### src/rtl/tfe_result_buffer_if.sv
// Result stream between the TensorFlowE core and the output path.
// Producer side pushes bytes; consumer side drains via valid/ready.
interface tfe_result_buffer_if #(
  parameter int DATA_W = 8
);
  logic [DATA_W-1:0] datos_in;
  logic              ena_in;
  logic              relu_on;
  logic [DATA_W-1:0] datos_out;
  logic              valid_out;
  logic              ready_in;

  modport master (
    output datos_in,
    output ena_in,
    output relu_on,
    output ready_in,
    input  datos_out,
    input  valid_out
  );

  modport slave (
    input  datos_in,
    input  ena_in,
    input  relu_on,
    input  ready_in,
    output datos_out,
    output valid_out
  );
endinterface

### src/rtl/tfe_result_buffer.sv
// Result capture FIFO after the TensorFlowE core.
// Optional ReLU on push, show-ahead head, drop tracking.
module tfe_result_buffer #(
  parameter int DATA_W  = 8,
  parameter int DEPTH   = 8,
  parameter bit RELU_EN = 1'b1
) (
  input  logic                       clk,
  input  logic                       rst_n,
  tfe_result_buffer_if.slave         bus,
  input  logic                       clear,
  output logic [$clog2(DEPTH):0]     count,
  output logic                       full,
  output logic                       overflow,
  output logic [7:0]                 drop_cnt
);

  localparam int AW = $clog2(DEPTH);
  localparam int CW = AW + 1;
  localparam logic [AW-1:0] PTR_ONE = AW'(1);
  localparam logic [CW-1:0] CNT_ONE = CW'(1);
  localparam logic [CW-1:0] CNT_MAX = CW'(DEPTH);

  logic [DATA_W-1:0] mem [DEPTH];
  logic [AW-1:0]     wr_ptr;
  logic [AW-1:0]     rd_ptr;
  logic [CW-1:0]     cnt;
  logic              ovf;
  logic [7:0]        drops;

  logic              valid;
  logic              push;
  logic              pop;
  logic              drop;
  logic              relu_hit;
  logic [DATA_W-1:0] wr_data;

  assign valid = (cnt != '0);
  assign full  = (cnt == CNT_MAX);
  assign pop   = valid & bus.ready_in;
  assign push  = bus.ena_in & (~full | pop);
  assign drop  = bus.ena_in & full & ~pop;

  assign relu_hit = RELU_EN & bus.relu_on
                  & bus.datos_in[DATA_W-1];
  assign wr_data  = relu_hit ? '0 : bus.datos_in;

  assign bus.valid_out = valid;
  assign bus.datos_out = valid ? mem[rd_ptr] : '0;
  assign count         = cnt;
  assign overflow      = ovf;
  assign drop_cnt      = drops;

  // Storage array; contents are don't-care until written.
  always_ff @(posedge clk) begin
    if (push && !clear) begin
      mem[wr_ptr] <= wr_data;
    end
  end

  // Pointers, occupancy and drop bookkeeping; clear beats push/pop.
  always_ff @(posedge clk or negedge rst_n) begin
    if (!rst_n) begin
      wr_ptr <= '0;
      rd_ptr <= '0;
      cnt    <= '0;
      ovf    <= 1'b0;
      drops  <= '0;
    end else if (clear) begin
      wr_ptr <= '0;
      rd_ptr <= '0;
      cnt    <= '0;
      ovf    <= 1'b0;
      drops  <= '0;
    end else begin
      if (push) begin
        wr_ptr <= wr_ptr + PTR_ONE;
      end
      if (pop) begin
        rd_ptr <= rd_ptr + PTR_ONE;
      end
      unique case ({push, pop})
        2'b10:   cnt <= cnt + CNT_ONE;
        2'b01:   cnt <= cnt - CNT_ONE;
        default: cnt <= cnt;
      endcase
      if (drop) begin
        ovf <= 1'b1;
        if (drops != 8'hFF) begin
          drops <= drops + 8'd1;
        end
      end
    end
  end

endmodule

### src/flat_wrapper.sv
// flat-port wrapper written by rule: the top's interface ports become plain ports
module tfe_result_buffer_flat 
#(
  parameter int DATA_W  = 8,
  parameter int DEPTH   = 8,
  parameter bit RELU_EN = 1'b1
)
  (clk, rst_n, clear, count, full, overflow, drop_cnt, bus_datos_in, bus_ena_in, bus_relu_on, bus_ready_in, bus_datos_out, bus_valid_out);
  tfe_result_buffer_if #(.DATA_W(DATA_W)) bus_i ();
  input  logic clk;
  input  logic rst_n;
  input  logic clear;
  output logic [$clog2(DEPTH):0] count;
  output logic full;
  output logic overflow;
  output logic [7:0] drop_cnt;
  input wire logic [$bits(bus_i.datos_in)-1:0] bus_datos_in;
  input wire logic [$bits(bus_i.ena_in)-1:0] bus_ena_in;
  input wire logic [$bits(bus_i.relu_on)-1:0] bus_relu_on;
  input wire logic [$bits(bus_i.ready_in)-1:0] bus_ready_in;
  output wire logic [$bits(bus_i.datos_out)-1:0] bus_datos_out;
  output wire logic [$bits(bus_i.valid_out)-1:0] bus_valid_out;
  assign bus_i.datos_in = bus_datos_in;
  assign bus_i.ena_in = bus_ena_in;
  assign bus_i.relu_on = bus_relu_on;
  assign bus_i.ready_in = bus_ready_in;
  assign bus_datos_out = bus_i.datos_out;
  assign bus_valid_out = bus_i.valid_out;
  tfe_result_buffer #(.DATA_W(DATA_W), .DEPTH(DEPTH), .RELU_EN(RELU_EN)) u_core (.clk(clk), .rst_n(rst_n), .bus(bus_i), .clear(clear), .count(count), .full(full), .overflow(overflow), .drop_cnt(drop_cnt));
endmodule
### config.mk
export PLATFORM = sky130hd
export DESIGN_NAME = tfe_result_buffer_flat
export DESIGN_NICKNAME = d
export VERILOG_FILES = /design/src/rtl/tfe_result_buffer_if.sv /design/src/rtl/tfe_result_buffer.sv /design/src/flat_wrapper.sv
export SDC_FILE = /design/constraint.sdc
export NUM_CORES = 1
export LEC_CHECK = 0
export ABC_CLOCK_PERIOD_IN_PS = 3000
export BUFFER_PORTS_ARGS = -buffer_cell sky130_fd_sc_hd__buf_4
export CORE_ASPECT_RATIO = 1.5
export CORE_MARGIN = 3
export CORE_UTILIZATION = 58
export DETAILED_ROUTE_END_ITERATION = 16
export MAX_ROUTING_LAYER = met4
export PLACE_DENSITY_LB_ADDON = 0.12
export SLEW_MARGIN = 25
export SYNTH_ARGS = -nofsm -noshare
export SYNTH_HDL_FRONTEND = slang
export SYNTH_SLANG_ARGS = --single-unit
export TNS_END_PERCENT = 10
### constraint.sdc
create_clock -name clk -period 3 [get_ports clk]
set_input_delay 0.6 -clock clk [delete_from_list [all_inputs] [get_ports clk]]
set_output_delay 0.6 -clock clk [all_outputs]
set_load 0.02 [all_outputs]
==> out/results.ini, run 1 <==
[status]
status = finished, final reports clean

[yosys]
synth_edf_count = 64
synth_top_family_by_area = multiplexers
synth_top_area_share_pct = 53.0
synth.avg_cell_area_um2 = 15.4
ys.flop_type = edfxtp_1
synth_area_leaders = edfxtp_1, dfrtp_1, mux4_2
yosys.cell_types.count = 42
synth_compound_area_share_pct = 5.55
yosys.area_share.simple_pct = 10.1
synthCells = 235
synth_top_cell_by_area = edfxtp_1
synth_fa_ha_area_share_pct = 1.72
synth_mux_area_share_pct = 13.0
synthXorXnorAreaFrac_pct = 1.45
synth_commonest_cells = edfxtp_1, nor2_1, dfrtp_1, mux4_2, mux2i_1
synth-seq-cells = 83
syn-num-nets = 254
yosys_warnings = 0
synthArstFlopShare_pct = 22.9
seq_area_frac_synth_pct = 66.1
syn-cell-area_um2 = 3630
yosysMostFrequentCell = edfxtp_1

[sta]
clock.fmax_mhz = 385
setup_viol = 0
min_period_ns = 2.60
finalHoldViolCount = 0
finalMaxSlewViolations = 0
worst_slew_pin_slew_ns = 0.734
rsz0062_at_grt = false
hold_ws_ns = 0.115
fin_crit_sh_pct = 86.5
clock_skew_ns = 0.0133
tns_ns = 0
slew_headroom_pct = 50.9

[clock_network]
clock_path_buffers = 2
cts_tree = done
cts.sinks = 83
cts_root_buf = clkbuf_8
cts_setup_buffers = 0
postCtsHoldBufs = 0
path_clk_slew_ns = 0.08
cts-resized-gates = 0
cts_buffers = 9
htree_levels = 3
clk_latency_ns = 0.34

[critical_path]
path_cells = o41a_1 > nand2_1 > inv_1 > ha_1 > o21ai_0 > nor4b_1 > o22ai_1 > mux2_2
path_buf_inv = 1
path_class = reg -> reg
crit_slowest_cell = o41a_1
cp_data_arrival_time_ns = 2.81
cp.required_ns = 3.21
crit_path_start = u_core.count[1]
r2r-start = u_core.count[1]
end_kind = register
critPathMaxFanout = 10
startpoint_type = register
slowest_delay_ns = 0.57
cp_top_family = compound AO/OA/AOI/OAI gates

[routing]
vias = 2111
ant_nets = 0
drc = 0
first_iter_violations = 123
first_pass_iters = 4
wl_per_cell_um = 19.0
via_per_inst = 5.91
routed_wl_um = 6780

[hold_path]
min_path_type = in -> async

[global_routing]
antenna_found_initial = 0
grt_usage_pct = 21.5
grt_pass1_wl_um = 11300
grt_max_degree = 23
grt_pass1_vias = 2275
grt-ovfl-total = 0

[final_layout]
drive_gt1_share_pct = 28.8
final_cells = 357
n_antenna_cell = 0
final_nets = 300
seqCellArea_um2 = 2400
multi_input_area_um2 = 1160
final_area_um2 = 4200
fillers = 402
area_growth_pct = 15.7

[power_and_ir_drop]
cellPowerDensity_nw_per_um2 = 652
p_leak_nw = 1.54
ir_drop_mv = 0.547

[floorplanning]
core_area_um2 = 5910
fp.dieW_um = 70.6
initial_core_util_pct = 61.3
io_pins = 37
die_h_um = 103
rows = 34
die_area_um2 = 7260

[placement]
gp_congestion = 0.844
post-dp-hpwl_um = 4700
placed_cell_area_um2 = 4010
dp_cells = 342
port_buffers = 36

[job]
cap_violations = 0

==> area by class of cell <==
type / count / share of cell area (%)
Sequential cell: 83 / 57.1
Tap cell: 72 / 2.15
Clock inverter: 3 / 0.954
Inverter: 6 / 0.656
Clock buffer: 12 / 3.46
Multi-Input combinational cell: 136 / 27.6
Timing Repair Buffer: 45 / 8.05
==> state kept, by name, summed over array words and instances (netlist names) <==
register	flops
u_core.wr_ptr	3
u_core.overflow	1
u_core.count	4
u_core.drop_cnt	8
u_core.mem	64
u_core.rd_ptr	3
==> where the power goes <==
group	switching, mW	internal [mW]
registers	0.0414	1.28
clock network	0.348	0.401
logic	0.357	0.309
total	0.747	1.99
==> stage by stage <==
step                      utilization (%)  power (mW)  setup slack (ns)
final                                71.0        2.74             0.404
after global routing                 71.0        2.88             0.191
after global placement               67.9        2.01             0.488
after CTS                            71.0        2.77             0.427
after floorplan                         -        1.79             0.373
after detailed placement             67.9        2.02             0.444
==> layout by cell type, fill, tap and decap left out, types with 5 or more instances in the layout <==
cell type	count
nand3_1	5
ha_1	5
nor2_1	24
clkbuf_8	10
mux2i_1	10
mux4_2	16
dfrtp_1	19
o21ai_0	8
nand2_1	7
inv_1	5
or3_1	6
nor3_1	5
edfxtp_1	64
buf_4	45
a21oi_1	9
and2_1	8
==> metal layers <==
metal | track usage [%] | up-vias | share of wire, %
li1 | - | 994 | -
met1 | 24.2 | 1048 | 40
met2 | 37.6 | 57 | 53
met3 | 5.37 | 12 | 4.4
met4 | 7.67 | 0 | 1.9
met5 | - | - | 0
==> kinds of logic after synthesis <==
group | count (synthesis)
mux | 27
xor+xnor | 6
fa+ha+maj | 5
flops | 83
buf+inv | 16
compound gates | 29
simple gates | 69
==> final timing paths <==
kind,endpoint,slack [ns],cells past startpoint
worst max-delay path,u_core.count[3],0.40,8
worst min-delay path,u_core.drop_cnt[4],0.12,1
worst max register to register,u_core.count[3],0.40,8
worst min register to register,u_core.overflow,0.52,2
max in group asynchronous,u_core.count[3],2.67,1
min in group clk,u_core.overflow,0.52,2
Power figures use the tool's default switching activity.
==> run 2: changes to the inputs <==
--- a/config.mk
+++ b/config.mk
@@ -8,7 +8,6 @@
 export ABC_CLOCK_PERIOD_IN_PS = 3000
 export BUFFER_PORTS_ARGS = -buffer_cell sky130_fd_sc_hd__buf_4
 export CORE_ASPECT_RATIO = 1.5
-export CORE_MARGIN = 3
 export CORE_UTILIZATION = 58
 export DETAILED_ROUTE_END_ITERATION = 16
 export MAX_ROUTING_LAYER = met4
==> run 2 against run 1 <==
Clock power grew 17%. Hold slack lost 0.0023 ns. Combinational power shrank 0.9%. Cell count grew 0.28%. Global-route usage grew 2.1 points. Highest routed layer unchanged.
==> out/results.ini, run 2 (same netlist as run 1, synthesis figures left out) <==
[status]
status = finished, final reports clean

[critical_path]
cp.required_ns = 3.22  ; about the same
path_class = reg -> reg
r2r-start = u_core.count[1]
startpoint_type = register
regToRegSetupSlack_ns = 0.43  ; +0.03 ns
r2r_cells = 8  ; unchanged
path_cells = o41a_1 > nand2_1 > inv_1 > ha_1 > a31oi_1 > a21oi_1 > o22ai_1 > mux2_2
end_kind = register
cp_data_arrival_time_ns = 2.79  ; -0.02 ns
r2r-end = u_core.count[3]
slowest_delay_ns = 0.58  ; about the same
crit_slowest_cell = o41a_1
critPathMaxFanout = 10  ; unchanged

[routing]
via_per_inst = 5.86  ; -0.85%
vias = 2099  ; -0.57%
ant_nets = 0  ; unchanged
first_pass_iters = 4  ; unchanged
first_iter_violations = 104  ; -15%
wl_per_cell_um = 18.6  ; -2.1%
drc = 0  ; unchanged
routed_wl_um = 6650  ; -1.8%

[global_routing]
use_met3_pct = 5.09  ; -0.27 points
grt_use_met2_pct = 40.5  ; +2.9 points
grt-ovfl-total = 0  ; unchanged
grt_pass1_wl_um = 10600  ; -6.4%
grt_pass1_vias = 2134  ; -6.2%
grt_max_degree = 23  ; unchanged
antenna_found_initial = 0  ; unchanged
gr-usage-met1_pct = 26.9  ; +2.7 points
top_usage_layer = met2
grt_usage_pct = 23.6  ; +2.1 points

[placement]
placed_cell_area_um2 = 4010  ; unchanged
port_buffers = 36  ; unchanged
post-dp-hpwl_um = 4540  ; -3.4%
gp_congestion = 0.732  ; -13%

[sta]
worst_slew_pin_slew_ns = 0.780  ; +0.0464 ns
finalMaxSlewViolations = 0  ; unchanged
slew_headroom_pct = 47.8  ; -3.1 points
min_period_ns = 2.57  ; -0.0265 ns
finalHoldViolCount = 0  ; unchanged
setup_viol = 0  ; unchanged
tns_ns = 0  ; unchanged
clock_skew_ns = 0.0124  ; -0.000903 ns
rsz0062_at_grt = false
clock.fmax_mhz = 389  ; +1.0%
fin_crit_sh_pct = 85.7  ; -0.88 points

[final_layout]
fillers = 404  ; +0.50%
final_cell_mix = edfxtp_1, buf_4, nor2_1
drive_gt1_share_pct = 29.4  ; +0.60 points
largest_register_ffs = 64  ; unchanged
final_area_um2 = 4240  ; +0.89%
n_antenna_cell = 0  ; unchanged
final_nets = 300  ; unchanged
regMostFlops = u_core.mem
area_growth_pct = 16.8
final_common_cell = edfxtp_1

[hold_path]
min_path_type = in -> async

[clock_network]
cts_root_buf = clkbuf_8
postCtsHoldBufs = 0  ; unchanged
cts_setup_buffers = 0  ; unchanged
cts.sinks = 83  ; unchanged
cts_tree = done
clk_latency_ns = 0.34  ; about the same
clock_path_buffers = 2  ; unchanged
cts_buffers = 9  ; unchanged
htree_levels = 3  ; unchanged
cts-resized-gates = 0  ; unchanged
path_clk_slew_ns = 0.09  ; about the same

[job]
cap_violations = 0  ; unchanged

[power_and_ir_drop]
p_leak_nw = 1.55  ; +0.60%
intPower_mw = 2.06  ; +3.6%
cellPowerDensity_nw_per_um2 = 675  ; +3.5%
p_seq_share_pct = 46.3  ; -2.0 points
totalPowerFinal_mw = 2.86  ; +4.4%
p_clk_share_pct = 30.6  ; +3.2 points
swShare_pct = 27.8  ; +0.54 points
ir_drop_mv = 0.662  ; +21%
switchingPower_mw = 0.795  ; +6.4%
p_comb_share_pct = 23.1  ; -1.2 points

[floorplanning]
core_area_um2 = 5910  ; unchanged
die_area_um2 = 6580  ; -9.3%
rows = 34  ; unchanged
io_pins = 37  ; unchanged
initial_core_util_pct = 61.3  ; unchanged
fp.dieW_um = 66.6  ; -5.7%
die_h_um = 98.9  ; -3.9%

run 2: cell count changes in the layout (fill, tap and decap cells not counted), sizes merged:
cell | before | now
clkinvlp | 0 | 2
clkbuf | 12 | 9
inv | 5 | 7
clkinv | 3 | 2
bufinv | 1 | 2
run 2: worst max-delay path by stage:
stage | endpoint | cells past startpoint | start
floorplan | u_core.mem[1][0] | 4 | bus_ena_in
global placement | u_core.count[3] | 8 | u_core.count[1]
detailed placement | u_core.count[3] | 8 | u_core.count[1]
CTS | bus_datos_out[3] | 5 | u_core.rd_ptr[0]
global route | u_core.count[3] | 8 | u_core.count[1]
finish | u_core.count[3] | 8 | u_core.count[1]
run 2: per-stage QoR:
step,utilization (%),std cells,setup WS [ns],hold WS [ns]
floorplan,-,235,0.373,0.304
global placement,67.9,342,0.490,0.491
detailed placement,67.9,342,0.461,0.491
CTS,71.6,358,0.400,0.0992
global route,71.6,358,0.276,0.107
finish,71.6,358,0.430,0.113
run 2: per-layer routing:
metal	routed length, um	vias to the layer above	share of wire [%]
li1	-	995	-
met1	2560	1045	39
met2	3730	50	56
met3	248	9	3.7
met4	108	0	1.6
met5	0	-	0
run 2: area by class of cell:
cell class / instances / area, um^2 / area share, %
clock inverter: 7 / 98.8 / 2.33
timing repair buffer: 45 / 338 / 7.98
inverter: 6 / 27.5 / 0.650
multi-input combinational: 136 / 1160 / 27.4
tap: 72 / 90.1 / 2.13
sequential: 83 / 2400 / 56.6
clock buffer: 9 / 124 / 2.92
run 2: worst max-delay path, delay by kind of cell (launching register included):
| kind | cells | cell delay [ns] |
|---|---|---|
| muxes | 1 | 0.34 |
| adders and majority gates | 1 | 0.33 |
| and+or+nand+nor | 1 | 0.20 |
| AOI/OAI and AO/OA | 4 | 0.97 |
| buffers and inverters | 1 | 0.12 |
| DFF | 1 | 0.50 |
run 2: power by group through the flow:
stage	combinational (mW)	clock, mW	sequential, mW
after floorplan	0.448	0	1.34
after global placement	0.662	0	1.34
after detailed placement	0.669	0	1.35
after CTS	0.674	0.896	1.32
after global routing	0.720	0.927	1.33
final	0.661	0.874	1.32
